===== config.mk =====
export PLATFORM = sky130hd
export DESIGN_NAME = amstrad_asic_pri
export DESIGN_NICKNAME = d
export VERILOG_FILES = /design/src/rtl/amstrad_asic_pri.sv
export SDC_FILE = /design/constraint.sdc
export NUM_CORES = 1
export LEC_CHECK = 0
export BUFFER_PORTS_ARGS = -buffer_cell sky130_fd_sc_hd__buf_2
export CORE_MARGIN = 5
export CORE_UTILIZATION = 42
export CTS_CLUSTER_DIAMETER = 120
export CTS_CLUSTER_SIZE = 30
export DETAILED_ROUTE_END_ITERATION = 10
export MAX_ROUTING_LAYER = met4
export PLACE_DENSITY = 0.71
export SYNTH_ARGS = -nofsm -noshare
export SYNTH_HDL_FRONTEND = slang
export SYNTH_SLANG_ARGS = --single-unit

===== constraint.sdc =====
create_clock -name clk -period 4.35 [get_ports clk]
set_input_delay 0.2175 -clock clk [delete_from_list [all_inputs] [get_ports clk]]
set_output_delay 0.2175 -clock clk [all_outputs]
set_load 0.005 [all_outputs]

===== src/rtl/amstrad_asic_pri.sv =====
`default_nettype none
// +--------------------------------------------------------------------------+
// | amstrad_asic_pri : Plus-mode ASIC programmable raster interrupt          |
// | Optional IM2 vector register enabled by macro ASIC_PRI_VECTOR_EN.        |
// | Revision: 1.0                                                            |
// +--------------------------------------------------------------------------+
module amstrad_asic_pri #(
   parameter int          LINE_W   = 8,
   parameter logic [15:0] PRI_ADDR = 16'h6800,
   parameter logic [15:0] IVR_ADDR = 16'h6805
) (
   input  logic              clk,
   input  logic              reset,
   input  logic              ce,
   input  logic              asic_sel,
   input  logic [15:0]       A,
   input  logic [7:0]        D,
   input  logic              mem_wr,
   input  logic              m1,
   input  logic              iorq,
   input  logic              hsync,
   input  logic              vsync,
   output logic              pri_irq,
   output logic              ga_int_mask,
   output logic [7:0]        int_vector,
   output logic [LINE_W-1:0] line_count
);

   logic              r_hs_old;
   logic              r_vs_old;
   logic              r_sync_primed;
   logic              r_wr_old;
   logic              r_ack_old;
   logic              r_bus_primed;
   logic [LINE_W-1:0] r_pri;
   logic [LINE_W-1:0] r_line;
   logic              r_pending;
   logic              r_mask;

   logic              w_hs_rise;
   logic              w_vs_rise;
   logic              w_wr;
   logic              w_wr_rise;
   logic              w_ack_rise;
   logic              w_pri_wr;
   logic [LINE_W:0]   w_line_inc;
   logic              w_match;

   // Primed flags keep the first level seen after reset from looking like an edge.
   assign w_hs_rise  = ce & hsync & ~r_hs_old & r_sync_primed;
   assign w_vs_rise  = ce & vsync & ~r_vs_old & r_sync_primed;
   assign w_wr       = mem_wr & asic_sel;
   assign w_wr_rise  = w_wr & ~r_wr_old & r_bus_primed;
   assign w_ack_rise = m1 & iorq & ~r_ack_old & r_bus_primed;
   assign w_pri_wr   = w_wr_rise & (A == PRI_ADDR);

   // One extra bit so a saturated counter can never alias onto a programmed line.
   assign w_line_inc = {1'b0, r_line} + 1'b1;
   assign w_match    = w_hs_rise & ~w_vs_rise & (r_pri != '0) & (w_line_inc == {1'b0, r_pri});

   always_ff @(posedge clk) begin
      if (reset) begin
         r_hs_old      <= 1'b0;
         r_vs_old      <= 1'b0;
         r_sync_primed <= 1'b0;
         r_wr_old      <= 1'b0;
         r_ack_old     <= 1'b0;
         r_bus_primed  <= 1'b0;
         r_pri         <= '0;
         r_line        <= '0;
         r_pending     <= 1'b0;
         r_mask        <= 1'b0;
      end else begin
         if (ce) begin
            r_hs_old      <= hsync;
            r_vs_old      <= vsync;
            r_sync_primed <= 1'b1;
         end
         r_wr_old     <= w_wr;
         r_ack_old    <= m1 & iorq;
         r_bus_primed <= 1'b1;

         if (w_vs_rise)
            r_line <= '0;
         else if (w_hs_rise && !(&r_line))
            r_line <= r_line + 1'b1;

         if (w_pri_wr)
            r_pri <= LINE_W'(D);

         r_mask <= (r_pri != '0) & asic_sel;

         // A match wins over both clearing sources in the same cycle.
         if (w_match)
            r_pending <= 1'b1;
         else if (w_pri_wr && (D == 8'h00))
            r_pending <= 1'b0;
         else if (w_ack_rise && r_pending)
            r_pending <= 1'b0;
      end
   end

   assign pri_irq     = r_pending;
   assign ga_int_mask = r_mask;
   assign line_count  = r_line;

`ifdef ASIC_PRI_VECTOR_EN
   logic       w_ivr_wr;
   logic [4:0] r_ivr;
   logic [7:0] r_vec;

   assign w_ivr_wr = w_wr_rise & (A == IVR_ADDR);

   // The vector only follows the IVR while idle, so it is frozen across an acknowledge.
   always_ff @(posedge clk) begin
      if (reset) begin
         r_ivr <= 5'd0;
         r_vec <= 8'h06;
      end else begin
         if (w_ivr_wr)
            r_ivr <= D[7:3];
         if (!r_pending)
            r_vec <= {r_ivr, 3'b110};
      end
   end

   assign int_vector = r_vec;
`else
   assign int_vector = 8'hFF;
`endif

endmodule
`default_nettype wire

-- Word level (Yosys, flattened, before mapping)
Index checks and enable logic that the tools add are counted.
- output and inout port bits: 18
- ROM bits: 0
- bits in writable memories: 0
- word-level logic and storage cells: 49
- input port bits: 33
- bits in registers: 24
- latch bits: 0
- memories: 0
- muxes and demuxes: 4
- $mul: 0
- divide/modulo/power cells: 0
- reductions and logical operators: 9
- shift-type cells: 0
- $lt $le $gt $ge: 0
- bitwise gates (word level): 22
- eq/ne operators: 2
- add/subtract/negate cells: 2
- operators by type and width (operator ; number):
    $and 1x1->1 ; 17
    $eq 16x15->1 const B ; 1
    $add 8x1->9 const B ; 1
    $eq 9x8->1 ; 1
    $add 8x1->8 const B ; 1
    $logic_not 8->1 ; 1
    $reduce_and 8->1 ; 1
    $reduce_bool 8->1 ; 1
    $not 1->1 ; 5
    $mux 1 ; 4
    $logic_and 1x1->1 ; 3
    $reduce_bool 3->1 ; 1
    $reduce_or 2->1 ; 1
    $logic_not 1->1 ; 1

-- Depth between registers and ports, before layout
Gate-level depths: netlist of run 1.
- depth after elaboration: 8
- gate-level depth with buffers: 6

-- Worst setup path before layout of run 1
No wires, ideal clock.
- path type: flip-flop to flip-flop
- start: register r_line[0] (netlist: line_count[0])
- end: register r_line[3] (netlist: line_count[3])
- cell stages (with the launch flop): 7
- path buffers: 0
- path slack: 2.781 ns
- data required time: 4.227 ns
- clock period less this slack: 1.569 ns
- data arrival time: 1.446 ns
- path through: dfxtp_1 -> ha_1 -> and3_4 -> a41oi_2 -> nand4_1 -> xnor2_1 -> nor2_1
- cells in the longest elaborated chain, start to end: 3
- ends and longest elaborated chain (item ; line ; source):
    start: declaration ; 36 ; logic [LINE_W-1:0] r_line;
    start signal: assignment ; 86 ; r_line <= r_line + 1'b1;
    branches (longest 3 deep; another with $add 8x1->8) ; n/a ;
Several ways; the timed one is not identified.
A chain may end at the register's enable or synchronous reset.

-- Worst setup path in the final report of run 1
- start: register r_wr_old
- end: register r_pri[2]
- cells in the longest elaborated chain, start to end: 4
- ends and longest elaborated chain (item ; line ; source):
    start: declaration ; 32 ; logic r_wr_old;
    start signal: assignment ; 79 ; r_wr_old <= w_wr;
    $not 1->1 ; 53 ; assign w_wr_rise = w_wr & ~r_wr_old & r_bus_primed;
    $and 1x1->1 (2 in series) ; 53 ;
    $and 1x1->1 ; 55 ; assign w_pri_wr = w_wr_rise & (A == PRI_ADDR);
    end signal: assignment ; 89 ; r_pri <= LINE_W'(D);
    end: declaration ; 35 ; logic [LINE_W-1:0] r_pri;
No other way between the ends.

==> results of run 1 <==
==> layout make-up <==
cell class              instances  area (sq um)
clock buffers                   3          22.5
clock inverters                 1          30.0
fillers                       301          1470
inverters                       3          11.3
multi-input cells             111           733
flip-flops and latches         24           480
well taps                      33          41.3
repair buffers                 42           210
==> where the power goes <==
| group | leakage (nW) | internal (mW) | switching, mW |
|---|---|---|---|
| combinational | 0.427 | 0.0165 | 0.0164 |
| sequential | 0.195 | 0.223 | 0.00264 |
| clock | 0.0279 | 0.0933 | 0.0689 |
| total | 0.650 | 0.333 | 0.0879 |
==> cells by family after synthesis <==
logic type,synth area share
AND/OR/NAND/NOR,0.281
flip-flops,0.372
buffers and inverters,0.0804
AO/OA/AOI/OAI,0.0862
multiplexers,0.0930
XOR/XNOR,0.0746
adder cells (fa/ha/maj),0.00969
other,0.00290
==> worst register-to-register path: stages (launching register included) <==
cell and delay, ps:
dfxtp_1 330, nor4_1 250, nand3_1 120, nor3_2 720, mux2i_1 270, nor2_1 50
==> Yosys cell counts (all sizes together), types with 4 or more instances <==
library cell   n
and3           4
dfxtp         24
nand2          7
nor2          22
nor4           5
mux2i         12
a31oi          4
xnor2          6
buf           12
nand3          5
xor2           5
==> state kept, by name, indices dropped and copies added, names as in the netlist <==
signal	flops
line_count	8
r_pri	8
ga_int_mask	1
pri_irq	1
r_ack_old	1
r_bus_primed	1
r_hs_old	1
r_sync_primed	1
r_vs_old	1
r_wr_old	1
==> path summary, 6_finish.rpt <==
check,startpoint,to,slack (ps),depth (start not counted)
worst max-delay path,r_wr_old,r_pri[2],2490,5
worst min-delay path,iorq,r_ack_old,120,3
worst max register to register,r_wr_old,r_pri[2],2490,5
worst min register to register,r_hs_old,r_hs_old,530,2
==> per-layer routing <==
layer / wire [um] / vias to the layer above / track usage
met1: 1280 / 535 / 0.171
li1: - / 586 / -
met4: 27 / 0 / 0.0518
met5: 0 / - / -
met2: 1450 / 43 / 0.262
met3: 280 / 4 / 0.0564
==> layout by cell type (no fill, tap or decap), types with 2 or more instances in the layout <==
cell / synthesis / routed
nand4_1: 2 / 2
xnor2_1: 6 / 6
inv_1: 3 / 3
and2_1: 2 / 2
o21ai_0: 3 / 3
nand4b_1: 3 / 3
a31oi_1: 4 / 4
and3_1: 3 / 3
dfxtp_1: 24 / 24
nor2_1: 22 / 22
nand2_1: 7 / 7
conb_1: 1 / 8
nor4_1: 5 / 5
nor3_1: 2 / 2
xor2_1: 5 / 5
clkbuf_4: 0 / 3
buf_2: 2 / 42
or4_1: 2 / 2
nand3_1: 5 / 5
mux2i_1: 12 / 12
==> per-stage QoR <==
| stage | util | std cells |
|---|---|---|
| after detailed placement | 0.492 | 213 |
| after global routing | 0.509 | 217 |
| after floorplan | - | 151 |
| final | 0.509 | 217 |
| after CTS | 0.509 | 217 |
| after global placement | 0.492 | 213 |
==> flow_summary_export.csv, run 1 <==
group,metric,value,unit
sta,setup_viol,0,
logic_synthesis,seq_area_frac_synth,0.372,
worst_setup_path,path_cells,"nor4_1 -> nand3_1 -> nor3_2 -> mux2i_1 -> nor2_1",
power,p_leak,0.650,nW
logic_synthesis,synth.distinct_cells,42,
global_route,grt_pass1_vias,1145,
worst_setup_path,worstPathArrival,2080,ps
sta,fin_crit,1860,ps
power,peakVddDrop,0.211,mV
cells_and_area,layout.nets,219,
cts,clock-root-buffer,"clkbuf_4",
cts,cts_tree,"built",
global_route,grt_max_degree,15,
route,wl_per_cell,14.0,um
sta,max_freq,538,MHz
cts,cts_buffers,3,
floorplanning,io_pins,51,
floorplanning,die_w,65.4,um
logic_synthesis,avgSynthCellArea,8.97,sq um
route,drc_errors,0,
power,fin_total_pwr,421,uW
route,routed_wirelength,3040,um
cells_and_area,drive_gt1_frac,0.272,
place,preCtsSetupSlack,2370,ps
worst_setup_path,critPathLaunchType,"flip-flop",
worst_setup_path,cp_slowest_cell,"nor3_2",
logic_synthesis,ys.flop_type,"dfxtp_1",
logic_synthesis,syn_area,1290,sq um
worst_setup_path,worst_setup_path_end_kind,"flip-flop",
sta,slew-limit-headroom,0.435,
floorplanning,initial_core_util,0.430,
global_route,overflow,0,
cells_and_area,syn_to_final_growth,18.4,%
power,powerDensity,275,nW/um^2
global_route,track_usage,0.156,
cts,insertion_delay,320,ps
worst_setup_path,cp_top_family,"simple AND/OR/NAND/NOR gates",
route,drt-initial-drc-count,24,
place,gp_congestion,0.769,
route,dr.pass1.iters,4,
logic_synthesis,synth_top_area_frac,0.372,
worst_setup_path,required,4570,ps
sta,finalHoldWorstSlack,122,ps
route,routed_via_density,5.38,
global_route,grt_pass1_wl,5020,um
sta,clock_skew,8.59,ps
logic_synthesis,ys_ff_latch,24,
worst_setup_path,path_max_fanout,9,
cts,numClockSinks,24,
worst_setup_path,criticalPathCategory,"reg -> reg",
sta,tightest_slew,843,ps
worst_setup_path,crit_buf_inv,0,
logic_synthesis,syn-instance-count,144,
cells_and_area,diodes,0,
logic_synthesis,yosysTopAreaCell,"dfxtp_1",
logic_synthesis,synth.top_cells.by_area,"dfxtp_1 37%, mux2i_1 9.3%, nor2_1 6.4%",
route,postRouteAntennaNets,0,
cts,clkTransAtPathRegs,140,ps
place,detailed_place.area,1480,sq um
sta,setup_tns,0,ps
floorplanning,num_rows,20,
sta,setup_ws,2490,ps
worst_setup_path,slowest_delay,720,ps
floorplanning,die_y,65.4,um
hold_path,holdCritPathClass,"in -> reg",
logic_synthesis,async_flop_share,0,
cts,cts-htree-levels,1,
place,portBuffers,42,
sta,timing.final.crit_share,0.427,
sta,maxSlewViolCount,0,
global_route,antenna_found_initial,0,
cts,cts_setup_buffers,0,
run_status,status,"finished, final reports clean",
route,vias,1168,
place,hpwl,2360,um
cells_and_area,final_area,1530,sq um
floorplanning,dieArea,4280,sq um
cts,cts_resized,0,
cts,cts_hold_buf,0,
floorplanning,core,3000,sq um
sta,hold_viol,0,
cts,cts.path.max_buffers,2,
logic_synthesis,synth-edff-count,0,
sta,rsz0062_at_grt,"false",
logic_synthesis,yosysWarnings,0,
run,maxCapViolCount,0,
Note: power is estimated with default switching activity, not from simulation.
==> run 2: changes to the inputs <==
Settings changed: PLACE_DENSITY 0.71 to 0.73.
Clock period 4.35 ns to 1.7 ns, I/O delays scaled along.
==> run 2 against run 1 <==
Effect of this change:
- clock-buffer cell count is the same
- final cell count grew 1.8%
- highest routed layer unchanged
- cell area rose by 2.9%
==> flow_summary_export.csv, run 2 (same netlist as run 1, synthesis figures left out) <==
group,metric,value,unit
run_status,status,"finished, final reports clean",
worst_setup_path,worst_setup_path_end_kind,"flip-flop",
sta,maxSlewViolCount,0,
global_route,antenna_found_initial,0,
worst_setup_path,reg2reg_depth,6,
power,p_leak,0.665,nW
sta,rsz0062_at_grt,"true",
cells_and_area,syn_to_final_growth,21.9,%
global_route,track_usage,0.155,
cells_and_area,layout.nets,224,
power,p_clk_frac,0.261,
worst_setup_path,critPathLaunchType,"flip-flop",
worst_setup_path,regToRegSetupSlack,60,ps
sta,timing.final.crit_share,0.965,
sta,fin_crit,1640,ps
route,met3_length,235,um
worst_setup_path,criticalPathCategory,"reg -> reg",
cts,clkTransAtPathRegs,120,ps
worst_setup_path,worstPathArrival,1860,ps
worst_setup_path,cp_slowest_cell,"dfxtp_4",
route,dr.pass1.iters,4,
hold_path,hold_depth,3,
power,switching_share,0.228,
place,dpl.cell_count,217,
cts,numClockSinks,24,
power,power_switching,206,uW
power,powerDensity,576,nW/um^2
cells_and_area,drive_gt1_frac,0.330,
floorplanning,io_pins,51,
sta,hold_viol,0,
sta,setup_tns,0,ps
run,maxCapViolCount,0,
cells_and_area,final_common_cell,"buf_2",
global_route,grt_pass1_wl,5280,um
worst_setup_path,crit_buf_inv,0,
place,hpwl,2480,um
worst_setup_path,cp_top_family,"compound AO/OA/AOI/OAI gates",
sta,finalHoldWorstSlack,9.96,ps
route,wl_met2,1520,um
power,seqPwrFrac,0.634,
route,vias,1219,
sta,setup_ws,58.9,ps
worst_setup_path,path_cells,"ha_4 -> xnor2_2 -> nand3_1 -> nor4_1 -> o311ai_1 -> o31ai_1",
cells_and_area,layoutNonFillerInstCount,221,
cells_and_area,final_area,1570,sq um
sta,clock_skew,1.77,ps
floorplanning,num_rows,20,
cells_and_area,final_cell_mix,"42 x buf_2, 22 x nor2_1, 19 x dfxtp_1",
place,preCtsSetupSlack,45.1,ps
route,topRoutingLayerUsed,"met4",
global_route,overflow,0,
floorplanning,die_w,65.4,um
power,p_int,700,uW
power,fin_total_pwr,907,uW
floorplanning,die_y,65.4,um
power,peakVddDrop,0.274,mV
route,routed_via_density,5.52,
sta,setup_viol,0,
route,drc_errors,0,
floorplanning,initial_core_util,0.430,
cts,cts.path.max_buffers,2,
sta,max_freq,609,MHz
cts,clock-root-buffer,"clkbuf_4",
worst_setup_path,cp.depth,6,
cells_and_area,diodes,0,
hold_path,holdCritPathClass,"in -> reg",
route,postRouteAntennaNets,0,
route,routed_wirelength,3190,um
route,wl_per_cell,14.4,um
global_route,grt_pass1_vias,1189,
route,drt-initial-drc-count,43,
floorplanning,core,3000,sq um
place,portBuffers,42,
power,combPwrFrac,0.104,
cells_and_area,final_core_util,0.524,
cts,cts_buffers,3,
cts,cts-htree-levels,1,
place,gp_congestion,0.819,
global_route,grt_max_degree,15,
cts,cts_tree,"built",
worst_setup_path,required,1920,ps
place,detailed_place.area,1510,sq um
floorplanning,dieArea,4280,sq um
cts,cts_hold_buf,0,
route,wl_met1,1400,um
cts,insertion_delay,300,ps
worst_setup_path,slowest_delay,390,ps
worst_setup_path,path_max_fanout,6,
## run 2: per-layer routing
| layer | GRT usage | vias to the layer above |
|---|---|---|
| li1 | - | 594 |
| met2 | 0.265 | 48 |
| met1 | 0.189 | 571 |
| met5 | - | - |
| met4 | 0.0389 | 0 |
| met3 | 0.0274 | 6 |
## run 2: path summary, 6_finish.rpt
check                     start         to
setup / recovery  line_count[1]    pri_irq
hold / removal             iorq  r_ack_old
setup reg to reg  line_count[1]    pri_irq
hold reg to reg        r_vs_old   r_vs_old
## run 2: worst register-to-register path: cells and delay by family, from the launching register on
family	cells	cell delay [ps]
compound gates	2	400
flops	1	390
simple gates	2	380
fa+ha+maj	1	290
xor+xnor	1	100
## run 2: power by group through the flow
stage               logic, mW  clock network (mW)  registers, mW
CTS                    0.0882               0.249          0.577
global route            0.105               0.272          0.577
global placement       0.0846                   0          0.589
finish                 0.0947               0.237          0.575
floorplan              0.0502                   0          0.589
detailed placement     0.0876                   0          0.590
## run 2: layout make-up
cell class | instances | area, sq um
multi-input cells | 111 | 759
repair buffers | 47 | 248
inverters | 3 | 11.3
flip-flops and latches | 24 | 492
well taps | 33 | 41.3
clock buffers | 3 | 22.5
fillers | 308 | 1430
## run 2: timing repair
item,4_1_cts,5_1_grt
resized for setup,0,10
endpoints found under the setup margin,0,4
buffers inserted,0,1
==> run 3: changes to the inputs <==
Settings changed: SETUP_SLACK_MARGIN from default to 0.4.
==> run 3 against run 2 <==
Effect of this change:
- flip-flop and latch count unchanged
- clock power up 8%
- non-clock buffer count up 9
- sequential power about the same
- sequential share of layout area down 2.5 points
- clock skew up 14 ps
- via count up 1.8%
- register-to-register slack better by 99 ps
- first-iteration DRC count down 35%
==> flow_summary_export.csv, run 3 (same netlist as run 1, synthesis figures left out) <==
group,metric,value,unit
hold_path,holdCritPathClass,"in -> reg",
cts,cts_buffers,3,
global_route,overflow,0,
floorplanning,dieArea,4280,sq um
power,powerDensity,539,nW/um^2
sta,clock_skew,15.5,ps
sta,timing.final.crit_share,0.907,
cts,cts-htree-levels,1,
cts,clkTransAtPathRegs,130,ps
place,portBuffers,42,
route,wl_per_cell,14.4,um
route,drt-initial-drc-count,28,
sta,fin_crit,1540,ps
sta,rsz0062_at_grt,"true",
worst_setup_path,crit_buf_inv,2,
power,peakVddDrop,0.338,mV
global_route,track_usage,0.158,
place,hpwl,2490,um
global_route,antenna_found_initial,0,
worst_setup_path,cp_slowest_cell,"dfxtp_4",
worst_setup_path,worst_setup_path_end_kind,"flip-flop",
cts,cts.path.max_buffers,2,
worst_setup_path,criticalPathCategory,"reg -> reg",
hold_path,hold_depth,3,
worst_setup_path,critPathLaunchType,"flip-flop",
cells_and_area,final_cell_mix,"42 x buf_2, 21 x nor2_1, 18 x dfxtp_1",
worst_setup_path,path_cells,"ha_4 -> and3_4 -> a41oi_4 -> buf_6 -> buf_6 -> mux2i_1 -> nor2_1",
floorplanning,num_rows,20,
floorplanning,io_pins,51,
run,maxCapViolCount,0,
route,met3_length,304,um
worst_setup_path,path_max_fanout,5,
floorplanning,core,3000,sq um
worst_setup_path,cp_top_family,"flip-flops",
global_route,grt_pass1_vias,1190,
cells_and_area,fill_cells,274,
worst_setup_path,worstPathArrival,1770,ps
route,topRoutingLayerUsed,"met4",
route,drc_errors,0,
worst_setup_path,required,1930,ps
floorplanning,die_w,65.4,um
worst_setup_path,regToRegSetupSlack,160,ps
place,dpl.cell_count,217,
route,routed_wirelength,3320,um
cts,insertion_delay,320,ps
sta,maxSlewViolCount,0,
place,gp_congestion,0.875,
cts,cts_tree,"built",
cts,numClockSinks,24,
global_route,grt_max_degree,14,
worst_setup_path,cp.depth,7,
sta,setup_viol,0,
power,p_leak,0.716,nW
route,wl_met1,1400,um
cells_and_area,diodes,0,
route,dr.pass1.iters,4,
floorplanning,die_y,65.4,um
route,routed_via_density,5.37,
sta,max_freq,648,MHz
sta,hold_viol,0,
route,vias,1241,
power,fin_total_pwr,933,uW
worst_setup_path,cpMostUsedCell,"buf_6",
cells_and_area,syn_to_final_growth,34.0,%
cells_and_area,layoutNonFillerInstCount,231,
worst_setup_path,reg2reg_depth,7,
global_route,grt_pass1_wl,5200,um
cells_and_area,layout.nets,233,
sta,setup_tns,0,ps
worst_setup_path,slowest_delay,390,ps
run_status,status,"finished, final reports clean",
route,wl_met2,1560,um
cts,clock-root-buffer,"clkbuf_4",
floorplanning,initial_core_util,0.430,
cells_and_area,final_common_cell,"buf_2",
cells_and_area,drive_gt1_frac,0.404,
route,postRouteAntennaNets,0,
run 3: changes by cell type in the layout (fill, tap and decap cells not counted), moves of 2 or more:
cell     previous run  this run
buf_6               0         4
and3_1              3         1
buf_4               5         9
dfxtp_4             2         4
nor4_2              1         3
and3_4              1         3
nor4_1              4         2
run 3: per-stage QoR:
step           hold WS [ps]   util  worst slack [ps]  cell area [sq um]
2_1_floorplan           157      -               268               1360
4_1_cts                1.61  0.561               210               1680
3_5_place_dp            313  0.516              54.1               1550
3_3_place_gp            310  0.516               180               1550
6_report               7.41  0.576               158               1730
5_1_grt                5.45  0.576              88.8               1730
run 3: repair_timing:
| item | CTS | global route |
|---|---|---|
| pin swaps | 8 | 4 |
| hold buffers | 1 | 0 |
| setup endpoints to repair | 17 | 18 |
| endpoints found under the hold margin | 1 | 0 |
| setup buffers | 6 | 2 |
| resized for setup | 12 | 9 |
| cloned | 1 | 0 |
run 3: layer usage:
| metal | track usage | vias to the layer above |
|---|---|---|
| li1 | - | 619 |
| met1 | 0.181 | 562 |
| met2 | 0.269 | 52 |
| met3 | 0.0427 | 8 |
| met4 | 0.0466 | 0 |
| met5 | - | - |
run 3: path summary, 6_finish.rpt:
path,start,endpoint
worst max-delay path,line_count[1],line_count[1]
worst min-delay path,iorq,r_ack_old
worst max register to register,line_count[1],line_count[1]
worst min register to register,r_vs_old,r_vs_old
run 3: worst min-delay path, stage by stage:
cell and delay, ps:
buf_2 100, nand2_1 60, nor2_1 40
run 3: cell type report:
| class | instances | area [sq um] | share of cell area |
|---|---|---|---|
| clock buffer | 4 | 26.3 | 0.0152 |
| inverter | 3 | 11.3 | 0.00651 |
| multi-input combinational | 111 | 821 | 0.474 |
| sequential | 24 | 498 | 0.288 |
| tap | 33 | 41.3 | 0.0239 |
| timing repair buffer | 56 | 333 | 0.192 |
run 3: report_power, final:
| part | leakage [nW] | total (mW) | switching, mW | internal (mW) |
|---|---|---|---|---|
| Sequential | 0.199 | 0.572 | 0.00633 | 0.566 |
| Clock | 0.0150 | 0.255 | 0.164 | 0.0916 |
| Combinational | 0.502 | 0.106 | 0.0482 | 0.0575 |
